--- config.mk ---
export PLATFORM = sky130hd
export DESIGN_NAME = seq_mul_ctrl
export DESIGN_NICKNAME = d
export VERILOG_FILES = /design/src/rtl/seq_mul_ctrl.sv
export SDC_FILE = /design/constraint.sdc
export NUM_CORES = 1
export LEC_CHECK = 0
export CAP_MARGIN = 20
export CORE_MARGIN = 2
export CORE_UTILIZATION = 40
export DETAILED_ROUTE_END_ITERATION = 8
export DONT_BUFFER_PORTS = 1
export PLACE_DENSITY = 0.53
export SYNTH_ARGS = -nofsm -noshare
export SYNTH_HDL_FRONTEND = slang
export SYNTH_SLANG_ARGS = --single-unit
--- constraint.sdc ---
create_clock -name clk -period 2.4 [get_ports clk]
set_input_delay 0.12 -clock clk [delete_from_list [all_inputs] [get_ports clk]]
set_output_delay 0.12 -clock clk [all_outputs]
set_load 0.02 [all_outputs]
--- src/rtl/seq_mul_ctrl.sv ---
// Shift-add unsigned multiplier sequencer driving an external WIDTH-bit adder.
// Optional SEQ_MUL_ZERO_BYPASS_EN: zero operands skip straight to DONE.
module seq_mul_ctrl #(
    parameter int WIDTH = 4,
    parameter int CNT_W = 3
) (
    input  logic               clk,
    input  logic               rst_n,
    input  logic               in_valid,
    output logic               in_ready,
    input  logic [WIDTH-1:0]   in_a,
    input  logic [WIDTH-1:0]   in_b,
    output logic               out_valid,
    input  logic               out_ready,
    output logic [2*WIDTH-1:0] out_p,
    output logic               busy,
    output logic [WIDTH-1:0]   add_a,
    output logic [WIDTH-1:0]   add_b,
    output logic               add_c,
    input  logic [WIDTH:0]     add_s
);

    typedef enum logic [1:0] {
        IDLE = 2'd0,
        CALC = 2'd1,
        DONE = 2'd2
    } state_t;

    state_t           state;
    state_t           state_nxt;
    logic [WIDTH-1:0] acc_hi;
    logic [WIDTH-1:0] acc_lo;
    logic [WIDTH-1:0] mcand;
    logic [CNT_W-1:0] cnt;
    logic             last;
    logic             zero_op;
    logic             accept;

    assign last   = (cnt == CNT_W'(WIDTH - 1));
    assign accept = (state == IDLE) && in_valid;

`ifdef SEQ_MUL_ZERO_BYPASS_EN
    assign zero_op = (in_a == '0) || (in_b == '0);
`else
    assign zero_op = 1'b0;
`endif

    // State register
    always_ff @(posedge clk or negedge rst_n) begin
        if (!rst_n) begin
            state <= IDLE;
        end else begin
            state <= state_nxt;
        end
    end

    // Next-state logic
    always_comb begin
        state_nxt = state;
        unique case (state)
            IDLE: begin
                if (in_valid) begin
                    state_nxt = zero_op ? DONE : CALC;
                end
            end
            CALC: begin
                if (last) begin
                    state_nxt = DONE;
                end
            end
            DONE: begin
                if (out_ready) begin
                    state_nxt = IDLE;
                end
            end
            default: state_nxt = IDLE;
        endcase
    end

    // Handshake and adder drive; the adder sees zeros outside CALC
    always_comb begin
        in_ready  = 1'b0;
        out_valid = 1'b0;
        busy      = 1'b0;
        add_a     = '0;
        add_b     = '0;
        add_c     = 1'b0;
        out_p     = '0;
        unique case (state)
            IDLE: begin
                in_ready = 1'b1;
            end
            CALC: begin
                busy  = 1'b1;
                add_a = acc_hi;
                add_b = acc_lo[0] ? mcand : '0;
            end
            DONE: begin
                out_valid = 1'b1;
                out_p     = {acc_hi, acc_lo};
            end
            default: begin
                in_ready = 1'b0;
            end
        endcase
    end

    // Operand load on accept, one add/shift per CALC cycle; the adder
    // carry lands in the top bit of acc_hi so overflowing sums survive
    always_ff @(posedge clk or negedge rst_n) begin
        if (!rst_n) begin
            acc_hi <= '0;
            acc_lo <= '0;
            mcand  <= '0;
            cnt    <= '0;
        end else if (accept) begin
            mcand  <= in_a;
            acc_hi <= '0;
            acc_lo <= zero_op ? '0 : in_b;
            cnt    <= '0;
        end else if (state == CALC) begin
            {acc_hi, acc_lo} <= {add_s, acc_lo[WIDTH-1:1]};
            cnt              <= cnt + 1'b1;
        end
    end

endmodule

Word-level counts from Yosys, hierarchy flattened
Cells that the tools add are included.
{"block": "word_totals", "register_bits": 17, "input_bits": 17, "output_inout_bits": 20, "wordCells": 33}
{"block": "op_classes", "n_addsub": 1, "n_eq_ne": 6, "n_mux": 17, "n_reduce_logical": 4}
{"operator": "$mux 4", "count": 7}
{"operator": "$mux 8", "count": 1}
{"operator": "$mux 2", "count": 3}
{"operator": "$mux 3", "count": 2}
{"operator": "$ne 2x2->1 const B", "count": 3}
{"operator": "$pmux 2 s3", "count": 1}
{"operator": "$add 3x1->3 const B", "count": 1}
{"operator": "$eq 3x2->1 const B", "count": 1}
{"operator": "$mux 1", "count": 3}
{"operator": "$reduce_and 3->1", "count": 1}
{"operator": "$eq 2x1->1 const B", "count": 1}
{"operator": "$eq 2x2->1 const B", "count": 1}
{"operator": "$logic_not 2->1", "count": 1}
{"operator": "$reduce_bool 2->1", "count": 1}
{"operator": "$logic_and 1x1->1", "count": 1}

Logic depth before layout (Yosys ltp)
Gate-level depths: netlist of run 1.
{"block": "logic_depth", "word_depth": 3, "ltp_mapped": 4, "depth_no_buf": 4}

Worst setup path before layout of run 1
No wires, ideal clock.
{"block": "synth_path", "path_kind": "reg-to-reg", "from": "reg state[0]", "to": "reg acc_lo[2]", "setup_ps": 123, "arrival_time_ps": 1154, "required_time_ps": 2277, "path_slack_ps": 1124, "stages_incl_launch_ff": 4, "n_path_buf": 1, "period_less_slack_ps": 1276, "path_cell_list": "dfrtp_1 buf_2 or4b_1 o221a_2"}
{"block": "synth_between", "elab_chain_len": 3, "elab_cells_between_ends": 5, "cone_classes": "eq/ne (1); mux (1); reduce/logical (3)"}
{"item": "start: declaration", "line_no": "29", "text": "state_t state;"}
{"item": "start signal: assignment", "line_no": "53", "text": "state <= state_nxt;"}
{"item": "$logic_not 2->1", "line_no": "40", "text": "assign accept = (state == IDLE) && in_valid;"}
{"item": "$logic_and 1x1->1", "line_no": "40"}
{"item": "$mux 4 / $reduce_bool 2->1 (equally long branches)"}
{"item": "end signal: assignment", "line_no": "119", "text": "acc_lo <= zero_op ? '0 : in_b;"}
{"item": "end signal: assignment", "line_no": "122", "text": "{acc_hi, acc_lo} <= {add_s, acc_lo[WIDTH-1:1]};"}
{"item": "end: declaration", "line_no": "32", "text": "logic [WIDTH-1:0] acc_lo;"}
Parallel ways exist; a longest one is shown, timed or not.
A chain may end at the register's enable or synchronous reset.

Final worst setup path of run 1
{"block": "layout_path", "from": "reg state[0]", "to": "out add_b[2]"}
{"block": "layout_between", "elab_chain_len": 2}
{"item": "$eq 2x1->1", "line_no": "89", "text": "unique case (state)"}
{"item": "$mux 4", "line_no": "89"}
{"item": "end: declaration", "line_no": "18", "text": "output logic [WIDTH-1:0] add_b,"}
Every way passes these cells.

==> metrics.cfg, run 1 <==
[run_status]
status=finished, final reports clean

[final_layout]
antennaDiodeCount=0
area_growth_pct=16.5
nets=104
drive_gt1_share_pct=13.1

[route]
drtIter0Drc=12
vias=584
wl_um=1650
antenna_left=0
post_drt_wl_per_cell_um=14.9
drt_drc_violations_left=0
via_per_inst=5.26
dr.pass1.iters=4

[clocking]
path_clk_slew_ps=100
post-cts-setup-buffers=0
insertion_delay_ps=290
cts_root_buf=clkbuf_4
clkSinkCount=17
cts_tree=yes
cts_max_path_buffers=2
numCtsBuffers=3
h-tree-depth=1

[logic_synthesis]
synth_top_area_share_pct=50.6
synthCells=74
synth_area_leaders=dfrtp_1, and2_1, mux2_1
syn_nets=93
synth-seq-cells=17
async_flop_share_pct=100
yosysUniqueCellTypes=26
synth_enable_flop_cells=0
syn_area_sq_um=841
synth-warning-count=0
yosys.area.top_type=dfrtp_1
ys_seq_area_share_pct=50.6
synth-main-ff-cell=dfrtp_1
postSynthAreaPerCell_sq_um=11.4

[global_routing]
grt_pass1_vias=596
grt_max_degree=18
grt_pass1_wl_um=2730
grt.overflow.total=0
grt.total_usage_pct=14.6
antenna_found_initial=0

[timing]
period_share_pct=74.6
finClkSkew_ps=3.25
fin_crit_ps=1790
rsz0062_at_grt=no
fmax_ghz=0.559
worst_slew_pin_slew_ps=730
finalHoldViolations=0
max_slew_margin_pct=51.2
final.setup.tns_ps=0
finalSetupViolCount=0
slew_violations=0

[critical_path]
cp-start-kind=flip-flop
critPathKind=reg2out
worstPathMaxFanout=15
required_ps=2280
critical_path_arrival_ps=1670
rrSetupSlack_ps=990
end_kind=primary output

[floorplan]
ios=37
coreArea_sq_um=1980
die_x_um=49.8
die-height_um=49.8
die_area_sq_um=2480
row_count=16
initial_core_util_pct=42.4

[pwr]
ir_drop_mv=0.693
cellLeakagePower_nw=0.448
total_power_w=0.00130
p_per_area_nw_per_um2=1320

[job]
maxCapViolCount=0

[hold_path]
worstHoldPathType=in2reg

[placed_design]
portBuffers=0
globalplace.congestion=0.784
place_hpwl_um=1210

==> per-layer routing <==
layer  up-vias  GRT usage (%)  part of all wire [%]  routed length [um]
li1        281              -                     -                   -
met1       275           20.0                    46                 767
met2        24           22.7                    48                 790
met3         4           2.73                   4.9                  81
met4         0           5.56                  0.79                  13
met5         -              0                     0                   0
==> sequential cells by signal, indices dropped and copies added, names as in the netlist <==
register	flops
state	2
acc_lo	4
cnt	3
mcand	4
acc_hi	4
==> path summary, 6_finish.rpt <==
check,to,cells after the start,startpoint
max,add_b[2],3,state[0]
min,acc_lo[3],1,add_s[0]
max reg2reg,acc_lo[0],3,state[1]
min reg2reg,cnt[0],1,cnt[0]
max in group asynchronous,acc_hi[3],1,rst_n
min in group asynchronous,state[0],1,rst_n
==> metrics by stage <==
step | utilization (%) | area (sq um) | hold WS (ps) | worst slack, ps | cells
after floorplan | - | 841 | -176 | 1120 | 74
after detailed placement | 43.0 | 852 | -175 | 939 | 97
after CTS | 49.4 | 980 | 27.8 | 603 | 111
after global placement | 43.0 | 852 | -175 | 976 | 97
after global routing | 49.4 | 980 | 21.2 | 459 | 111
final | 49.4 | 980 | 37.0 | 610 | 111
==> where the power goes <==
| group | switching, W | total, W | internal [W] |
|---|---|---|---|
| logic | 0.000370 | 0.000606 | 0.000236 |
| clock network | 0.0000900 | 0.000152 | 0.0000619 |
| registers | 0.000111 | 0.000538 | 0.000427 |
| total | 0.000571 | 0.00130 | 0.000726 |
==> cell usage after synthesis (all sizes together) (2+ instances only) <==
cell type	n
inv	5
o221a	2
nor2	4
and3	4
and2	10
o22ai	2
ha	2
buf	4
nand2b	2
or4b	2
a22o	5
dfrtp	17
mux2	4
==> area by class of cell <==
type | count | area (sq um)
Clock inverter | 1 | 5.00
Sequential cell | 17 | 425
Inverter | 5 | 18.8
Timing Repair Buffer | 10 | 100
Clock buffer | 3 | 22.5
Multi-Input combinational cell | 48 | 374
Fill cell | 180 | 1000
Tap cell | 27 | 33.8
==> layout by cell type (no fill, tap or decap) <==
cell,instances
o221a_2,2
nor2b_1,1
ha_1,2
inv_2,2
nor2_1,4
inv_1,3
clkinv_2,1
a221oi_1,1
a222oi_1,1
clkbuf_4,3
nor4b_1,1
and2_1,10
mux2i_1,1
dlygate4sd3_1,10
conb_1,1
nor3b_2,1
a22o_1,5
nand2_1,1
nand2b_1,2
or4b_1,2
and3_1,4
a21oi_1,1
dfrtp_1,17
o22ai_1,2
o21bai_2,1
o21ba_2,1
mux2_1,4
==> critical path, cell delays in order, from the launching register on <==
cell and delay [ps]:
dfrtp_1 570, nand2b_1 200, inv_2 280, and3_1 330
==> timing repair <==
action                                  in CTS  in global routing
gates resized for setup                      0                  0
endpoints found under the hold margin       26                  0
hold buffers                                10                  0
endpoints found under the setup margin       0                  0
==> cell families (layout without fill, tap and decap cells) <==
group / after synthesis / count (layout) / share of synthesized area, %
compound gates: 14 / 14 / 14.7
fa+ha+maj: 2 / 2 / 2.98
buf+inv: 9 / 19 / 4.91
flops: 17 / 17 / 50.6
mux: 5 / 5 / 6.55
other cells: 1 / 1 / 0.446
simple gates: 26 / 26 / 19.8
Note: power is estimated with default switching activity, not from simulation.
==> inputs of run 2 (changes only) <==
--- a/config.mk
+++ b/config.mk
@@ -10,7 +10,7 @@
 export CORE_UTILIZATION = 40
 export DETAILED_ROUTE_END_ITERATION = 8
 export DONT_BUFFER_PORTS = 1
-export PLACE_DENSITY = 0.53
+export PLACE_DENSITY = 0.55
 export SYNTH_ARGS = -nofsm -noshare
 export SYNTH_HDL_FRONTEND = slang
 export SYNTH_SLANG_ARGS = --single-unit
==> constraint.sdc (replaced) <==
create_clock -name clk -period 1.5 [get_ports clk]
set_input_delay 0.075 -clock clk [delete_from_list [all_inputs] [get_ports clk]]
set_output_delay 0.075 -clock clk [all_outputs]
set_load 0.02 [all_outputs]
==> run 2 against run 1 <==
Sequential share of layout area decreased by 4.2 points. Worst setup slack got worse by 540 ps. Die area unchanged. Core utilization increased by 5.6 points. Sequential power increased by 56%. Worst hold slack got worse by 14 ps. Clock power increased by 65%. Cell count increased by 9.0%. Combinational power increased by 100%. Register-to-register slack got worse by 920 ps. First-iteration DRC count increased by 8.3%.
==> metrics.cfg, run 2 (synthesis results as in run 1) <==
[run_status]
status=finished, final reports clean

[job]
maxCapViolCount=0  ; unchanged

[timing]
finalHoldViolations=0  ; unchanged
fin_crit_ps=1430
final.setup.tns_ps=0  ; unchanged
max_slew_margin_pct=46.2  ; -4.9 points
worst_slew_pin_slew_ps=804  ; +73.6 ps
period_share_pct=95.6
finalSetupViolCount=0  ; unchanged
rsz0062_at_grt=no
finClkSkew_ps=2.36  ; -0.890 ps
fmax_ghz=0.697
slew_violations=0  ; unchanged

[global_routing]
grt.total_usage_pct=16.3  ; +1.7 points
antenna_found_initial=0  ; unchanged
grt.overflow.total=0  ; unchanged
grt_max_degree=18  ; unchanged
grt_pass1_vias=637  ; +6.9%
grt_pass1_wl_um=3020  ; +10%

[critical_path]
worstPathMaxFanout=7  ; -8
required_ps=1420  ; -860 ps
end_kind=primary output
critical_path_arrival_ps=1360  ; -310 ps
r2r_cells=3  ; unchanged
r2r-start=state[0]
rr_endpoint=mcand[0]
rrSetupSlack_ps=70  ; -920 ps
cp-start-kind=flip-flop
critPathKind=reg2out

[final_layout]
area_growth_pct=29.6
final_common_cell=dfrtp_1
final_cell_mix=dfrtp_1, dlygate4sd3_1, and2_2, buf_4, a22o_1
fin_area_sq_um=1090  ; +11%
largestRegisters=acc_hi (4), acc_lo (4), mcand (4)
drive_gt1_share_pct=35.1  ; +22 points
antennaDiodeCount=0  ; unchanged
nets=114  ; +9.6%

[clocking]
insertion_delay_ps=290  ; about the same
numCtsBuffers=3  ; unchanged
clkSinkCount=17  ; unchanged
cts_root_buf=clkbuf_4
path_clk_slew_ps=100  ; about the same
cts_tree=yes
cts_max_path_buffers=2  ; unchanged
h-tree-depth=1  ; unchanged

[route]
drtIter0Drc=13  ; +1
post_drt_wl_per_cell_um=16.0  ; +7.7%
antenna_left=0  ; unchanged
via_per_inst=5.38  ; +2.3%
vias=651  ; +11%
drt_drc_violations_left=0  ; unchanged
dr.pass1.iters=4  ; unchanged
wl_um=1940  ; +17%

[floorplan]
initial_core_util_pct=42.4  ; unchanged
die_area_sq_um=2480  ; unchanged
row_count=16  ; unchanged
die_x_um=49.8  ; unchanged
ios=37  ; unchanged
die-height_um=49.8  ; unchanged
coreArea_sq_um=1980  ; unchanged

[placed_design]
portBuffers=0  ; unchanged
placed_area_sq_um=867  ; +1.8%
globalplace.congestion=0.695  ; -11%
place_hpwl_um=1240  ; +2.6%

[hold_path]
worstHoldPathType=in2reg
worstHoldStart=in_valid
min_to=acc_lo[0]
whs_path_depth=2  ; +1

[pwr]
cellLeakagePower_nw=0.494  ; +10%
ir_drop_mv=1.23  ; +78%
p_per_area_nw_per_um2=2140  ; +62%

==> run 2: layout make-up <==
type	count	area [sq um]
clock inverter	1	5.00
tap	27	33.8
timing repair inverter	1	7.51
fill	186	892
sequential	17	428
timing repair buffer	19	170
multi-input combinational	48	397
inverter	5	26.3
clock buffer	3	22.5
==> run 2: how the worst max path moves through the flow <==
stage,start,endpoint,slack [ps],cells after the start
after floorplan,state[0],acc_lo[2],220,3
after global placement,state[1],add_b[3],160,3
after detailed placement,state[0],mcand[0],140,2
after CTS,state[0],out_p[2],3,3
after global routing,state[0],out_p[1],10,2
final,state[0],out_p[2],70,3
==> run 2: timing repair <==
action                                  in CTS  in global routing
endpoints found under the setup margin      16                 16
resized for setup                           16                  2
hold buffers                                12                  0
cloned                                       1                  0
buffers inserted                             2                  3
hold endpoints to repair                    28                  0
==> run 2: critical path, stage by stage (launching register included) <==
cell	delay [ps]
dfrtp_2	470
nand2b_2	250
inv_4	130
and2_2	220
==> run 2: routing by layer <==
metal | global-route usage [%] | vias up | part of all wire [%]
met2 | 27.8 | 25 | 50
met1 | 19.6 | 323 | 44
met3 | 6.36 | 0 | 6.5
li1 | - | 303 | -
met5 | 0 | - | 0
met4 | 2.78 | 0 | 0
==> run 2: where the power goes <==
| part | internal [W] | switching (W) |
|---|---|---|
| clock | 0.0000993 | 0.000151 |
| sequential | 0.000689 | 0.000152 |
| combinational | 0.000533 | 0.000709 |
==> run 2: metrics by stage <==
stage / power, W / std cells / hold slack, ps / worst slack (ps) / utilization, %
after CTS: 0.00227 / 118 / 9.91 / 3.19 / 53.6
after detailed placement: 0.00187 / 99 / -220 / 143 / 43.8
after floorplan: 0.00168 / 74 / -221 / 224 / -
final: 0.00233 / 121 / 22.9 / 65.8 / 55.0
after global placement: 0.00185 / 99 / -220 / 164 / 43.8
after global routing: 0.00249 / 121 / 5.87 / 11.5 / 55.0
==> inputs of run 3 (changes only) <==
--- a/config.mk
+++ b/config.mk
@@ -7,10 +7,10 @@
 export LEC_CHECK = 0
 export CAP_MARGIN = 20
 export CORE_MARGIN = 2
-export CORE_UTILIZATION = 40
+export CORE_UTILIZATION = 53
 export DETAILED_ROUTE_END_ITERATION = 8
 export DONT_BUFFER_PORTS = 1
-export PLACE_DENSITY = 0.55
+export PLACE_DENSITY = 0.7
 export SYNTH_ARGS = -nofsm -noshare
 export SYNTH_HDL_FRONTEND = slang
 export SYNTH_SLANG_ARGS = --single-unit
==> run 3 against run 2 <==
Clock-buffer cell count up 1. Sequential power rose by 2.4%. Critical path type unchanged. Worst hold slack lost 11 ps. Clock skew decreased by 1.6 ps. Largest cell class unchanged. Sequential share of layout area grew 1.4 points. Critical path depth unchanged. Critical endpoint is now add_b[1].
==> metrics.cfg, run 3 (synthesis results as in run 1) <==
[timing]
period_share_pct=96.3  ; +0.64 points
worst_slew_pin_slew_ps=730  ; -74.3 ps
finalHoldViolations=0  ; unchanged
fin_crit_ps=1440  ; +9.66 ps
finalSetupViolCount=0  ; unchanged
max_slew_margin_pct=51.2  ; +5.0 points
holdWs_ps=11.8  ; -11.0 ps
slew_violations=0  ; unchanged
fmax_ghz=0.693  ; -0.67%
final.setup.tns_ps=0  ; unchanged
finClkSkew_ps=0.733  ; -1.63 ps

[clocking]
clkSinkCount=17  ; unchanged
cts_tree=yes
h-tree-depth=1  ; unchanged
cts_root_buf=clkbuf_4
numCtsBuffers=3  ; unchanged
cts_max_path_buffers=2  ; unchanged
path_clk_slew_ps=90  ; about the same
insertion_delay_ps=280  ; about the same

[run_status]
status=finished, final reports clean

[critical_path]
worstPathMaxFanout=11  ; +4
cp-start-kind=flip-flop
required_ps=1420  ; about the same
end_kind=primary output
r2r_cells=3  ; unchanged
critPathKind=reg2out
critical_path_arrival_ps=1370  ; about the same

[global_routing]
grt.overflow.total=0  ; unchanged
grt_max_degree=18  ; unchanged
antenna_found_initial=0  ; unchanged
grt_pass1_wl_um=2770  ; -8.0%
grt.total_usage_pct=20.5  ; +4.2 points
grt_pass1_vias=602  ; -5.5%

[route]
antenna_left=0  ; unchanged
vias=621  ; -4.6%
drtIter0Drc=6  ; -7
dr.pass1.iters=4  ; unchanged
via_per_inst=5.80  ; +7.9%
post_drt_wl_per_cell_um=16.4  ; +2.1%
drt_drc_violations_left=0  ; unchanged
wl_um=1750  ; -9.7%

[final_layout]
area_growth_pct=25.0
regArea_sq_um=428  ; unchanged
final_common_cell=dfrtp_1
num-fill-cells=113  ; -39%
largestRegisters=acc_hi (4), acc_lo (4), mcand (4)
antennaDiodeCount=0  ; unchanged
nets=111  ; -2.6%
multi_input_area_sq_um=398  ; +0.32%
final_cell_mix=dfrtp_1, dlygate4sd3_1, and2_2
drive_gt1_share_pct=34.1  ; -1.0 points

[placed_design]
place_hpwl_um=1150  ; -7.3%
portBuffers=0  ; unchanged
globalplace.congestion=0.732  ; +5.3%

[floorplan]
die_area_sq_um=1920  ; -23%
die-height_um=43.8  ; -12%
coreArea_sq_um=1490  ; -25%
ios=37  ; unchanged
row_count=14  ; -2
initial_core_util_pct=56.5  ; +14 points
die_x_um=43.8  ; -12%

[hold_path]
whs_path_depth=2  ; unchanged
worstHoldPathType=in2reg

[pwr]
total_power_w=0.00227  ; -2.8%
ir_drop_mv=1.10  ; -11%
p_per_area_nw_per_um2=2160  ; +0.81%
cellLeakagePower_nw=0.473  ; -4.3%

[job]
maxCapViolCount=0  ; unchanged

run 3: cell count changes in the layout (fill, tap and decap cells not counted), sizes merged:
cell / previous run / this run
buf: 6 / 4
clkinv: 1 / 0
clkinvlp: 1 / 2
dlygate4sd3: 12 / 11
run 3: worst max-delay path: stages, from the launching register on:
cell,delay (ps)
dfrtp_2,480
nand2b_4,210
inv_4,130
and3_2,260
run 3: layer usage:
metal,vias up,track usage [%],wire length (um)
met4,0,10.9,15
met2,25,31.8,864
met3,2,4.58,109
met1,293,26.7,762
li1,301,-,-
met5,-,0,0
run 3: cell type report:
cell class	count	share of cell area [%]
sequential	17	40.7
multi-input combinational	48	37.9
timing repair buffer	15	13.3
clock buffer	4	2.50
inverter	5	2.26
tap	16	1.90
timing repair inverter	2	1.43
run 3: path summary, 6_finish.rpt:
| check | from | to | slack [ps] |
|---|---|---|---|
| worst max-delay path | state[1] | add_b[1] | 60 |
| worst min-delay path | in_b[0] | acc_lo[0] | 10 |
| worst max register to register | state[0] | acc_lo[3] | 140 |
| worst min register to register | mcand[1] | mcand[1] | 490 |
| max in group asynchronous | rst_n | state[1] | 710 |
| min in group asynchronous | rst_n | acc_hi[0] | 290 |
run 3: power by group:
part | total [W] | internal (W) | switching (W)
clock | 0.000231 | 0.000103 | 0.000128
combinational | 0.00118 | 0.000505 | 0.000672
sequential | 0.000861 | 0.000690 | 0.000172
run 3: through the flow:
stage          setup slack [ps]  utilization [%]  cells  cell area [sq um]
3_3_place_gp                189             57.3     88                853
2_1_floorplan               224                -     74                841
6_report                   56.2             70.6    107               1050
3_5_place_dp                170             57.3     88                853
4_1_cts                    1.76             69.4    105               1030
5_1_grt                   -2.70             70.6    107               1050
run 3: timing repair:
item | 4_1_cts | 5_1_grt
gates resized for setup | 17 | 1
gates cloned | 2 | 0
setup endpoints to repair | 14 | 8
hold endpoints to repair | 27 | 0
buffers inserted | 0 | 2
hold buffers | 11 | 0
